==> src/rtl/vga_pkg.sv <==
// Shared definitions for the VGA display paths: pixel-format codes,
// stock 640x480@60 timing and frame-total helpers.
package vga_pkg;

    localparam int FMT_RGB332 = 0;
    localparam int FMT_GRAY8  = 1;
    localparam int FMT_RGB444 = 2;

    localparam int VGA640_H_ACTIVE = 640;
    localparam int VGA640_H_FP     = 16;
    localparam int VGA640_H_SYNC   = 96;
    localparam int VGA640_H_BP     = 48;
    localparam int VGA640_V_ACTIVE = 480;
    localparam int VGA640_V_FP     = 10;
    localparam int VGA640_V_SYNC   = 2;
    localparam int VGA640_V_BP     = 33;

    // Per-pixel control flags travelling alongside the RAM read.
    typedef struct packed {
        logic first;
        logic act;
        logic vs;
        logic hs;
    } scan_flags_t;

    function automatic int h_total(input int active, input int fp, input int sync, input int bp);
        return active + fp + sync + bp;
    endfunction

    function automatic int v_total(input int active, input int fp, input int sync, input int bp);
        return active + fp + sync + bp;
    endfunction

endpackage

==> src/rtl/vga_pix_fmt.sv <==
// Registered formatter from a framebuffer word to 4:4:4 RGB; blanks to
// zero whenever display enable is low.
module vga_pix_fmt
    import vga_pkg::*;
#(
    parameter int FMT    = FMT_RGB332,
    parameter int DATA_W = 8
) (
    input  logic              clk,
    input  logic              rst,
    input  logic              de_i,
    input  logic [DATA_W-1:0] data_i,
    output logic [3:0]        r_o,
    output logic [3:0]        g_o,
    output logic [3:0]        b_o
);

    logic [11:0] d;
    logic [11:0] rgb_d;
    logic [11:0] rgb_q;

    // Narrow channels are widened by repeating their top bits so full scale maps to 0xF.
    always_comb begin
        d     = 12'(data_i);
        rgb_d = '0;
        if (de_i) begin
            case (FMT)
                FMT_GRAY8:  rgb_d = {d[7:4], d[7:4], d[7:4]};
                FMT_RGB444: rgb_d = d;
                default:    rgb_d = {d[7:5], d[7], d[4:2], d[4], d[1:0], d[1:0]};
            endcase
        end
    end

    always_ff @(posedge clk or negedge rst) begin
        if (!rst) begin
            rgb_q <= '0;
        end else begin
            rgb_q <= rgb_d;
        end
    end

    assign {r_o, g_o, b_o} = rgb_q;

endmodule

==> src/rtl/vga_scan_gen.sv <==
// VGA scan engine: sync timing, scaled framebuffer address walk with
// frame-boundary buffer swap, and latency-matched pixel output.
module vga_scan_gen
    import vga_pkg::*;
#(
    parameter int H_ACTIVE = VGA640_H_ACTIVE,
    parameter int H_FP     = VGA640_H_FP,
    parameter int H_SYNC   = VGA640_H_SYNC,
    parameter int H_BP     = VGA640_H_BP,
    parameter int V_ACTIVE = VGA640_V_ACTIVE,
    parameter int V_FP     = VGA640_V_FP,
    parameter int V_SYNC   = VGA640_V_SYNC,
    parameter int V_BP     = VGA640_V_BP,
    parameter int HS_POL   = 0,
    parameter int VS_POL   = 0,
    parameter int SCALE    = 1,
    parameter int FMT      = FMT_RGB332,
    parameter int DATA_W   = 8,
    parameter int ADDR_W   = 19,
    parameter int RD_LAT   = 1
) (
    input  logic              clk,
    input  logic              rst,
    input  logic [ADDR_W-1:0] fb_base,
    input  logic              swap_req,
    output logic              swap_ack,
    output logic              fb_rd_en,
    output logic [ADDR_W-1:0] fb_addr,
    input  logic [DATA_W-1:0] fb_data,
    output logic              hsync,
    output logic              vsync,
    output logic [3:0]        vga_r,
    output logic [3:0]        vga_g,
    output logic [3:0]        vga_b,
    output logic              de,
    output logic              frame_start
);

    localparam int H_TOTAL = h_total(H_ACTIVE, H_FP, H_SYNC, H_BP);
    localparam int V_TOTAL = v_total(V_ACTIVE, V_FP, V_SYNC, V_BP);
    localparam int HW      = $clog2(H_TOTAL + 1);
    localparam int VW      = $clog2(V_TOTAL + 1);
    localparam int SW      = (SCALE > 1) ? $clog2(SCALE) : 1;

    localparam logic [HW-1:0] H_LAST   = HW'(H_TOTAL - 1);
    localparam logic [HW-1:0] H_ACT    = HW'(H_ACTIVE);
    localparam logic [HW-1:0] H_SS     = HW'(H_ACTIVE + H_FP);
    localparam logic [HW-1:0] H_SE     = HW'(H_ACTIVE + H_FP + H_SYNC);
    localparam logic [VW-1:0] V_LAST   = VW'(V_TOTAL - 1);
    localparam logic [VW-1:0] V_ACT    = VW'(V_ACTIVE);
    localparam logic [VW-1:0] V_SS     = VW'(V_ACTIVE + V_FP);
    localparam logic [VW-1:0] V_SE     = VW'(V_ACTIVE + V_FP + V_SYNC);
    localparam logic [SW-1:0] REP_LAST = SW'(SCALE - 1);
    localparam logic [ADDR_W-1:0] ADDR_ONE = ADDR_W'(1);
    localparam logic [ADDR_W-1:0] SRC_STEP = ADDR_W'(H_ACTIVE / SCALE);
    localparam logic HS_ON = (HS_POL != 0);
    localparam logic VS_ON = (VS_POL != 0);

    logic [HW-1:0]     h_cnt_q, h_cnt_d;
    logic [VW-1:0]     v_cnt_q, v_cnt_d;
    logic [SW-1:0]     x_rep_q, x_rep_d;
    logic [SW-1:0]     y_rep_q, y_rep_d;
    logic [ADDR_W-1:0] x_src_q, x_src_d;
    logic [ADDR_W-1:0] line_base_q, line_base_d;
    logic [ADDR_W-1:0] active_base_q, active_base_d;
    logic [ADDR_W-1:0] pending_base_q, pending_base_d;
    logic              pending_valid_q, pending_valid_d;
    logic              swap_ack_q, swap_ack_d;
    logic [ADDR_W-1:0] fb_addr_q, fb_addr_d;
    scan_flags_t [RD_LAT:0] flag_pipe_q, flag_pipe_d;
    logic              hsync_q, hsync_d;
    logic              vsync_q, vsync_d;
    logic              de_q, de_d;
    logic              frame_start_q, frame_start_d;

    logic        h_last, v_last, frame_wrap, line_active, active;
    scan_flags_t flags0;
    scan_flags_t tail;

    always_comb begin
        h_last      = (h_cnt_q == H_LAST);
        v_last      = (v_cnt_q == V_LAST);
        frame_wrap  = h_last && v_last;
        line_active = (v_cnt_q < V_ACT);
        active      = (h_cnt_q < H_ACT) && line_active;

        flags0.hs    = (h_cnt_q >= H_SS) && (h_cnt_q < H_SE);
        flags0.vs    = (v_cnt_q >= V_SS) && (v_cnt_q < V_SE);
        flags0.act   = active;
        flags0.first = active && (h_cnt_q == '0) && (v_cnt_q == '0);

        h_cnt_d = h_last ? '0 : h_cnt_q + HW'(1);
        v_cnt_d = v_cnt_q;
        if (h_last) begin
            v_cnt_d = v_last ? '0 : v_cnt_q + VW'(1);
        end

        // Source x/y step once every SCALE output pixels/lines, so no multiply is needed.
        x_rep_d     = x_rep_q;
        x_src_d     = x_src_q;
        y_rep_d     = y_rep_q;
        line_base_d = line_base_q;
        if (active) begin
            if (x_rep_q == REP_LAST) begin
                x_rep_d = '0;
                x_src_d = x_src_q + ADDR_ONE;
            end else begin
                x_rep_d = x_rep_q + SW'(1);
            end
        end
        if (h_last) begin
            x_rep_d = '0;
            x_src_d = '0;
            if (line_active) begin
                if (y_rep_q == REP_LAST) begin
                    y_rep_d     = '0;
                    line_base_d = line_base_q + SRC_STEP;
                end else begin
                    y_rep_d = y_rep_q + SW'(1);
                end
            end
        end
        if (frame_wrap) begin
            y_rep_d     = '0;
            line_base_d = '0;
        end

        fb_addr_d = active_base_q + line_base_q + x_src_q;

        // swap_req is a one-cycle capture strobe (no back-pressure); swap_ack
        // pulses once when the captured base goes live at a frame boundary.
        active_base_d   = active_base_q;
        pending_base_d  = pending_base_q;
        pending_valid_d = pending_valid_q;
        swap_ack_d      = 1'b0;
        if (frame_wrap && pending_valid_q) begin
            active_base_d   = pending_base_q;
            pending_valid_d = 1'b0;
            swap_ack_d      = 1'b1;
        end
        if (swap_req) begin
            pending_base_d  = fb_base;
            pending_valid_d = 1'b1;
        end

        flag_pipe_d   = {flag_pipe_q[RD_LAT-1:0], flags0};
        tail          = flag_pipe_q[RD_LAT];
        hsync_d       = tail.hs ? HS_ON : ~HS_ON;
        vsync_d       = tail.vs ? VS_ON : ~VS_ON;
        de_d          = tail.act;
        frame_start_d = tail.first;
    end

    always_ff @(posedge clk or negedge rst) begin
        if (!rst) begin
            h_cnt_q         <= '0;
            v_cnt_q         <= '0;
            x_rep_q         <= '0;
            y_rep_q         <= '0;
            x_src_q         <= '0;
            line_base_q     <= '0;
            active_base_q   <= '0;
            pending_base_q  <= '0;
            pending_valid_q <= 1'b0;
            swap_ack_q      <= 1'b0;
            fb_addr_q       <= '0;
            flag_pipe_q     <= '0;
            hsync_q         <= ~HS_ON;
            vsync_q         <= ~VS_ON;
            de_q            <= 1'b0;
            frame_start_q   <= 1'b0;
        end else begin
            h_cnt_q         <= h_cnt_d;
            v_cnt_q         <= v_cnt_d;
            x_rep_q         <= x_rep_d;
            y_rep_q         <= y_rep_d;
            x_src_q         <= x_src_d;
            line_base_q     <= line_base_d;
            active_base_q   <= active_base_d;
            pending_base_q  <= pending_base_d;
            pending_valid_q <= pending_valid_d;
            swap_ack_q      <= swap_ack_d;
            fb_addr_q       <= fb_addr_d;
            flag_pipe_q     <= flag_pipe_d;
            hsync_q         <= hsync_d;
            vsync_q         <= vsync_d;
            de_q            <= de_d;
            frame_start_q   <= frame_start_d;
        end
    end

    // The tail of the flag pipe lines up with fb_data, so RGB and syncs leave on the same edge.
    vga_pix_fmt #(
        .FMT    (FMT),
        .DATA_W (DATA_W)
    ) u_pix_fmt (
        .clk    (clk),
        .rst    (rst),
        .de_i   (flag_pipe_q[RD_LAT].act),
        .data_i (fb_data),
        .r_o    (vga_r),
        .g_o    (vga_g),
        .b_o    (vga_b)
    );

    assign fb_rd_en    = flag_pipe_q[0].act;
    assign fb_addr     = fb_addr_q;
    assign swap_ack    = swap_ack_q;
    assign hsync       = hsync_q;
    assign vsync       = vsync_q;
    assign de          = de_q;
    assign frame_start = frame_start_q;

endmodule
==> config.mk <==
export PLATFORM = sky130hd
export DESIGN_NAME = vga_scan_gen
export DESIGN_NICKNAME = d
export VERILOG_FILES = /design/src/rtl/vga_pkg.sv /design/src/rtl/vga_pix_fmt.sv /design/src/rtl/vga_scan_gen.sv
export SDC_FILE = /design/constraint.sdc
export NUM_CORES = 1
export LEC_CHECK = 0
export ABC_AREA = 0
export BUFFER_PORTS_ARGS = -buffer_cell sky130_fd_sc_hd__clkbuf_2
export CAP_MARGIN = 20
export CELL_PAD_IN_SITES_DETAIL_PLACEMENT = 0
export CELL_PAD_IN_SITES_GLOBAL_PLACEMENT = 1
export CORE_UTILIZATION = 44
export CTS_BUF_LIST = sky130_fd_sc_hd__clkbuf_2 sky130_fd_sc_hd__clkbuf_4 sky130_fd_sc_hd__clkbuf_8
export DETAILED_ROUTE_END_ITERATION = 12
export GPL_TIMING_DRIVEN = 0
export PLACE_DENSITY_LB_ADDON = 0.3
export SLEW_MARGIN = 20
export SYNTH_ARGS = -nofsm -noshare
export SYNTH_HDL_FRONTEND = slang
export SYNTH_HIERARCHICAL = 1
export SYNTH_SLANG_ARGS = --single-unit
==> constraint.sdc <==
create_clock -name clk -period 2.8 [get_ports clk]
set_clock_uncertainty 0.1 [all_clocks]
set_input_delay 0.14 -clock clk [delete_from_list [all_inputs] [get_ports clk]]
set_output_delay 0.14 -clock clk [all_outputs]
set_load 0.02 [all_outputs]
==> impl_metrics.env, run 1 <==
export IMPL_outcome="completed"
export IMPL_grt_max_degree=75
export IMPL_cts_buffers=17
export IMPL_yosys_area_top_type="dfrtp_1"
export IMPL_worstSetupEndpointType="flop"
export IMPL_final_antenna_net_count=0
export IMPL_vias=4343
export IMPL_drt_wirelength_per_cell_um=15.2
export IMPL_placed_area_um2=6820
export IMPL_max_freq_mhz=363
export IMPL_synth_edf_count=0
export IMPL_irDropWorstVdd_mv=0.230
export IMPL_synth_top_area_share=0.514
export IMPL_drt_iter0_drc=316
export IMPL_layout_drive_gt1_share=0.268
export IMPL_n_fill_cell=1134
export IMPL_core_um2=13800
export IMPL_ys_flop_type="dfrtp_1"
export IMPL_synth_nets=616
export IMPL_finish_utilization=0.562
export IMPL_whs_ns=0.124
export IMPL_syn_area_um2=6230
export IMPL_finalSetupViolations=0
export IMPL_hold_viol_final=0
export IMPL_clkTransAtPathRegs_ns=0.07
export IMPL_drc=0
export IMPL_max_slew_margin_rel=0.518
export IMPL_worst_pin_slew_ns=0.723
export IMPL_nets=734
export IMPL_cts_root_buf="clkbuf_8"
export IMPL_arrival_ns=3.03
export IMPL_crit_path_start_kind="flop"
export IMPL_cts_sinks=130
export IMPL_pwr_share_comb=0.039
export IMPL_post_route_min_period_ns=2.75
export IMPL_start_util=0.451
export IMPL_fp_dieH_um=121
export IMPL_syn_to_final_growth_pct=24.8
export IMPL_numPortBuffers=65
export IMPL_async_flop_share=1.00
export IMPL_p_seq_frac=0.475
export IMPL_clock_power_share=0.486
export IMPL_ys_top_cells_by_area="dfrtp_1 (51%), mux2_2 (6.9%), ha_1 (6.0%)"
export IMPL_routed_wl_mm=13.0
export IMPL_synth_warnings=6
export IMPL_dr_pass1_iters=4
export IMPL_switching_share=0.202
export IMPL_grt_pass1_wl_mm=21.1
export IMPL_r2r_cells=8
export IMPL_grt_pass1_vias=4332
export IMPL_cts_tree="yes"
export IMPL_clk_path_buf_depth=2
export IMPL_leakage_nw=3.72
export IMPL_track_usage=0.191
export IMPL_post_dp_hpwl_mm=9.02
export IMPL_diodes=0
export IMPL_gp_congestion=0.816
export IMPL_htreeDepth=4
export IMPL_fin_crit_sh=0.983
export IMPL_rsz0062_at_grt="yes"
export IMPL_hold_path_class="in -> async"
export IMPL_row_count=43
export IMPL_antenna_found_initial=0
export IMPL_insertion_delay_ns=0.45
export IMPL_ys_types=48
export IMPL_ys_seq_area_frac=0.523
export IMPL_stdcell_area_um2=7770
export IMPL_intPower_w=0.00324
export IMPL_timing_setup_tns_ns=0
export IMPL_p_switching_w=0.000821
export IMPL_max_cap_viol_count=0
export IMPL_ioPinCount=67
export IMPL_routed_via_density=5.08
export IMPL_ys_ff_latch=130
export IMPL_ff2ff_setup_slack_ns=0.05
export IMPL_critPathKind="reg -> reg"
export IMPL_synthCells=544
export IMPL_syn_avg_cell_area_um2=11.5
export IMPL_pwr_density_cell_nw_per_um2=523
export IMPL_slew_violations=0
export IMPL_crit_fanout=6
export IMPL_dieArea_um2=14600
export IMPL_gr_total_overflow=0
export IMPL_required_ns=3.07
export IMPL_fp_dieW_um=121
-- cells by family after synthesis --
| family | synth area share |
|---|---|
| compound gates | 0.0641 |
| fa+ha+maj | 0.0988 |
| buf+inv | 0.0275 |
| flops | 0.523 |
| xor+xnor | 0.0745 |
| simple gates | 0.141 |
| mux | 0.0719 |
-- worst paths after layout --
path                                             startpoint                           to
worst min-delay path                                    rst         fb_addr[5]$_DFF_PN0_
worst min register to register     flag_pipe_d[7]$_DFF_PN0_      frame_start_d$_DFF_PN0_
max in group asynchronous                               rst         h_cnt_q[0]$_DFF_PN0_
worst max register to register  line_base_q[10]$_DFFE_PN0P_        fb_addr[18]$_DFF_PN0_
worst max-delay path            line_base_q[10]$_DFFE_PN0P_        fb_addr[18]$_DFF_PN0_
min in group clk                                   swap_req  pending_valid_q$_DFFE_PN0P_
-- power by group through the flow --
stage | clock network, W | registers (W) | logic [W]
2_1_floorplan | 0 | 0.00197 | 0.0000454
3_3_place_gp | 0 | 0.00196 | 0.000119
3_5_place_dp | 0 | 0.00196 | 0.000132
4_1_cts | 0.00202 | 0.00193 | 0.000163
5_1_grt | 0.00209 | 0.00193 | 0.000176
6_report | 0.00198 | 0.00193 | 0.000158
-- metal layers --
metal / vias up / wire length, um / track usage
li1: 2112 / - / -
met1: 2135 / 5850 / 0.246
met2: 77 / 6400 / 0.306
met3: 19 / 507 / 0.0446
met4: 0 / 218 / 0.0833
met5: - / 0 / 0
-- worst max-delay path, stage by stage, from the launching register on --
cell      delay (ns)
dfrtp_2         0.45
fa_1            0.53
ha_4            0.33
and4_4          0.23
nand3_2         0.08
a211o_1         0.28
a311oi_2        0.35
o22a_1          0.22
xnor2_1         0.12
-- layout make-up --
cell class                 instances  area (um2)  share of cell area
clock buffer                      23         298              0.0383
clock inverter                     9         200              0.0257
sequential                       130        3270               0.420
multi-input combinational        375        2920               0.376
inverter                          17        63.8             0.00821
timing repair buffer             102         702              0.0903
tap                              180         225              0.0290
buffer                            19        98.8              0.0127
-- placed cells by master, fill, tap and decap left out, types with 10 or more instances in the layout --
master         Yosys  routed
a21oi_1           25      25
and2_1            10      10
and3_1            10      10
buf_4              4      12
clkbuf_2           1      67
clkbuf_8           0      21
dfrtp_1          128     119
dlygate4sd3_1      0      28
fa_1              12      12
ha_1              30      25
inv_1             17      17
mux2_2            38      38
nand2_1           29      29
nand3_1           16      15
nand4_1           15      15
nor2_1            50      49
nor3_1            10      10
o21ai_0           21      20
xnor2_1           29      29
xor2_1            24      24
-- synthesized netlist by cell type (2+ instances only) --
master    count
o211ai_1      2
nor3_1       10
and2_1       10
and4_1        2
o31ai_1       2
or3_1         9
buf_4         4
ha_1         30
nand3_1      16
dfstp_2       2
fa_1         12
nand2_1      29
xnor2_1      29
nor2_1       50
nor4_1        5
clkbuf_1     15
nand2b_1      5
dfrtp_1     128
a21o_1        3
o21a_1        3
a21oi_1      25
inv_1        17
nor2b_1       4
mux2i_1       2
a311oi_1      3
o21ai_0      21
xor2_1       24
mux2_2       38
nand4_1      15
a211o_1       2
and3_1       10
-- metrics by stage --
step | std cells | setup WS (ns) | total power, W
after floorplan | 544 | 0.116 | 0.00201
after global placement | 789 | -0.480 | 0.00208
after detailed placement | 790 | -0.357 | 0.00210
after CTS | 847 | 0.0127 | 0.00411
after global routing | 855 | -0.0438 | 0.00419
final | 855 | 0.0477 | 0.00406
-- sequential cells by signal, indices dropped and copies added, names as in the netlist, 2 cells and up --
name             count
h_cnt_q             10
x_src_q             19
line_base_q         12
fb_addr             19
flag_pipe_q          2
active_base_q       19
flag_pipe_d          3
v_cnt_q             10
pending_base_q      19
u_pix_fmt/rgb_q      8
-- what timing repair did --
action,4_1_cts,5_1_grt
gates resized for setup,11,24
hold endpoints to repair,85,0
hold buffers,28,0
setup buffers,0,8
pin swaps,1,10
endpoints found under the setup margin,21,60
Power figures use the tool's default switching activity.
==> run 2, diff against run 1 <==
CELL_PAD_IN_SITES_DETAIL_PLACEMENT = default   (was 0)
CELL_PAD_IN_SITES_GLOBAL_PLACEMENT = default   (was 1)
CORE_ASPECT_RATIO = 1.75   (was default)
CORE_UTILIZATION = 54   (was 44)
==> run 2 against run 1 <==
Effect of this change:
- power decreased by 7.7%
- sequential power about the same
- sequential share of layout area up 0.59 points
- clock power fell by 16%
- die area shrank 18%
- critical path type unchanged
==> impl_metrics.env, run 2 (synthesis results as in run 1) <==
export IMPL_clkTransAtPathRegs_ns=0.08
export IMPL_grt_pass1_vias=4665
export IMPL_final_antenna_net_count=0
export IMPL_worst_pin_slew_ns=0.748
export IMPL_max_cap_viol_count=0
export IMPL_crit_fanout=5
export IMPL_drt_iter0_drc=198
export IMPL_arrival_ns=3.01
export IMPL_post_dp_hpwl_mm=9.25
export IMPL_finalSetupViolations=0
export IMPL_cp_depth=8
export IMPL_n_fill_cell=779
export IMPL_syn_to_final_growth_pct=23.0
export IMPL_seq_area_um2=3270
export IMPL_multi_input_area_um2=2920
export IMPL_required_ns=3.07
export IMPL_grt_pass1_wl_mm=21.8
export IMPL_htreeDepth=4
export IMPL_fin_crit_sh=0.978
export IMPL_critPathMaxStageDelay_ns=0.50
export IMPL_track_usage=0.234
export IMPL_antenna_found_initial=0
export IMPL_intPower_w=0.00292
export IMPL_ioPinCount=67
export IMPL_r2r_cells=8
export IMPL_layout_drive_gt1_share=0.270
export IMPL_hold_viol_final=0
export IMPL_met3_usage=0.0519
export IMPL_nets=738
export IMPL_irDropWorstVdd_mv=0.355
export IMPL_fp_dieW_um=83.2
export IMPL_crit_path_start_kind="flop"
export IMPL_finish_utilization=0.686
export IMPL_cts_tree="yes"
export IMPL_vias=4561
export IMPL_leakage_nw=3.70
export IMPL_crit_path_cell_trace="fa_1 > ha_4 > a21oi_1 > o21ai_0 > o211ai_1 > a311oi_2 > o22a_1 > xnor2_1"
export IMPL_stdcell_area_um2=7660
export IMPL_outcome="completed"
export IMPL_routed_wl_mm=13.5
export IMPL_drt_wirelength_per_cell_um=16.6
export IMPL_gp_congestion=0.857
export IMPL_insertion_delay_ns=0.45
export IMPL_clk_path_buf_depth=2
export IMPL_start_util=0.558
export IMPL_post_route_min_period_ns=2.74
export IMPL_pwr_share_comb=0.042
export IMPL_slew_violations=0
export IMPL_cts_root_buf="clkbuf_8"
export IMPL_hold_path_class="in -> async"
export IMPL_critical_path_buf_inv_count=0
export IMPL_p_seq_frac=0.513
export IMPL_ff2ff_setup_slack_ns=0.06
export IMPL_cts_sinks=130
export IMPL_critPathSlowestCell="fa_1"
export IMPL_grt_max_degree=99
export IMPL_pwr_density_cell_nw_per_um2=490
export IMPL_core_um2=11200
export IMPL_numPortBuffers=65
export IMPL_crit_family="compound AO/OA/AOI/OAI gates"
export IMPL_grtUsageMet2=0.439
export IMPL_diodes=0
export IMPL_switching_share=0.223
export IMPL_dieArea_um2=12000
export IMPL_critPathKind="reg -> reg"
export IMPL_max_slew_margin_rel=0.501
export IMPL_max_freq_mhz=365
export IMPL_final_cell_mix="dfrtp_1 (120), clkbuf_2 (67), nor2_1 (48)"
export IMPL_placed_area_um2=6760
export IMPL_dr_pass1_iters=4
export IMPL_busiest_layer="met2"
export IMPL_routed_via_density=5.63
export IMPL_met1_usage=0.245
export IMPL_cts_buffers=17
export IMPL_p_switching_w=0.000836
export IMPL_final_common_cell="dfrtp_1"
export IMPL_drc=0
export IMPL_row_count=51
export IMPL_gr_total_overflow=0
export IMPL_worstSetupEndpointType="flop"
export IMPL_fp_dieH_um=144
export IMPL_clock_power_share=0.444
[run 2: cell count changes in the layout (fill, tap and decap cells not counted), moves of 2 or more]
cell / previous run / this run
clkbuf_4: 3 / 1
bufinv_16: 6 / 3
clkinvlp_4: 2 / 4
buf_4: 12 / 16
inv_6: 0 / 2
[run 2: layout make-up]
class	count	area share
Clock inverter	12	0.0204
Clock buffer	19	0.0341
Inverter	17	0.00833
Buffer	19	0.0132
Timing Repair Buffer	106	0.0955
Tap cell	132	0.0215
Multi-Input combinational cell	375	0.381
Sequential cell	130	0.426
[run 2: power groups by stage]
stage	Sequential [W]	Clock, W	Combinational [W]
after floorplan	0.00197	0	0.0000454
after global placement	0.00196	0	0.000119
after detailed placement	0.00196	0	0.000130
after CTS	0.00193	0.00170	0.000162
after global routing	0.00193	0.00179	0.000176
final	0.00193	0.00167	0.000158
[run 2: per-stage QoR]
| step | setup TNS [ns] | total power [W] | hold slack, ns | cells | setup slack, ns |
|---|---|---|---|---|---|
| 2_1_floorplan | 0 | 0.00201 | -0.256 | 544 | 0.116 |
| 3_3_place_gp | -49.42 | 0.00208 | 0.233 | 741 | -0.379 |
| 3_5_place_dp | -4.67 | 0.00209 | -0.0411 | 742 | -0.257 |
| 4_1_cts | 0 | 0.00379 | 0.0511 | 799 | 0.00158 |
| 5_1_grt | -0.0672 | 0.00389 | 0.0505 | 810 | -0.0622 |
| 6_report | 0 | 0.00375 | 0.0438 | 810 | 0.0625 |
[run 2: final timing paths]
check	from	endpoint
worst max-delay path	line_base_q[9]$_DFFE_PN0P_	fb_addr[18]$_DFF_PN0_
worst min-delay path	rst	pending_base_q[4]$_DFFE_PN0P_
worst max register to register	line_base_q[9]$_DFFE_PN0P_	fb_addr[18]$_DFF_PN0_
worst min register to register	flag_pipe_d[7]$_DFF_PN0_	frame_start_d$_DFF_PN0_
max in group asynchronous	rst	line_base_q[11]$_DFFE_PN0P_
min in group clk	swap_req	pending_valid_q$_DFFE_PN0P_
[run 2: what timing repair did]
action,CTS,global route
resized for setup,14,20
pin swaps,2,10
endpoints found under the hold margin,156,0
hold buffers,28,0
setup buffers,1,11
endpoints found under the setup margin,22,45
[run 2: routing by layer]
metal  part of all wire  vias to the layer above
li1                   -                     2127
met1               0.38                     2266
met2               0.55                      134
met3              0.038                       34
met4              0.033                        0
met5                  0                        -
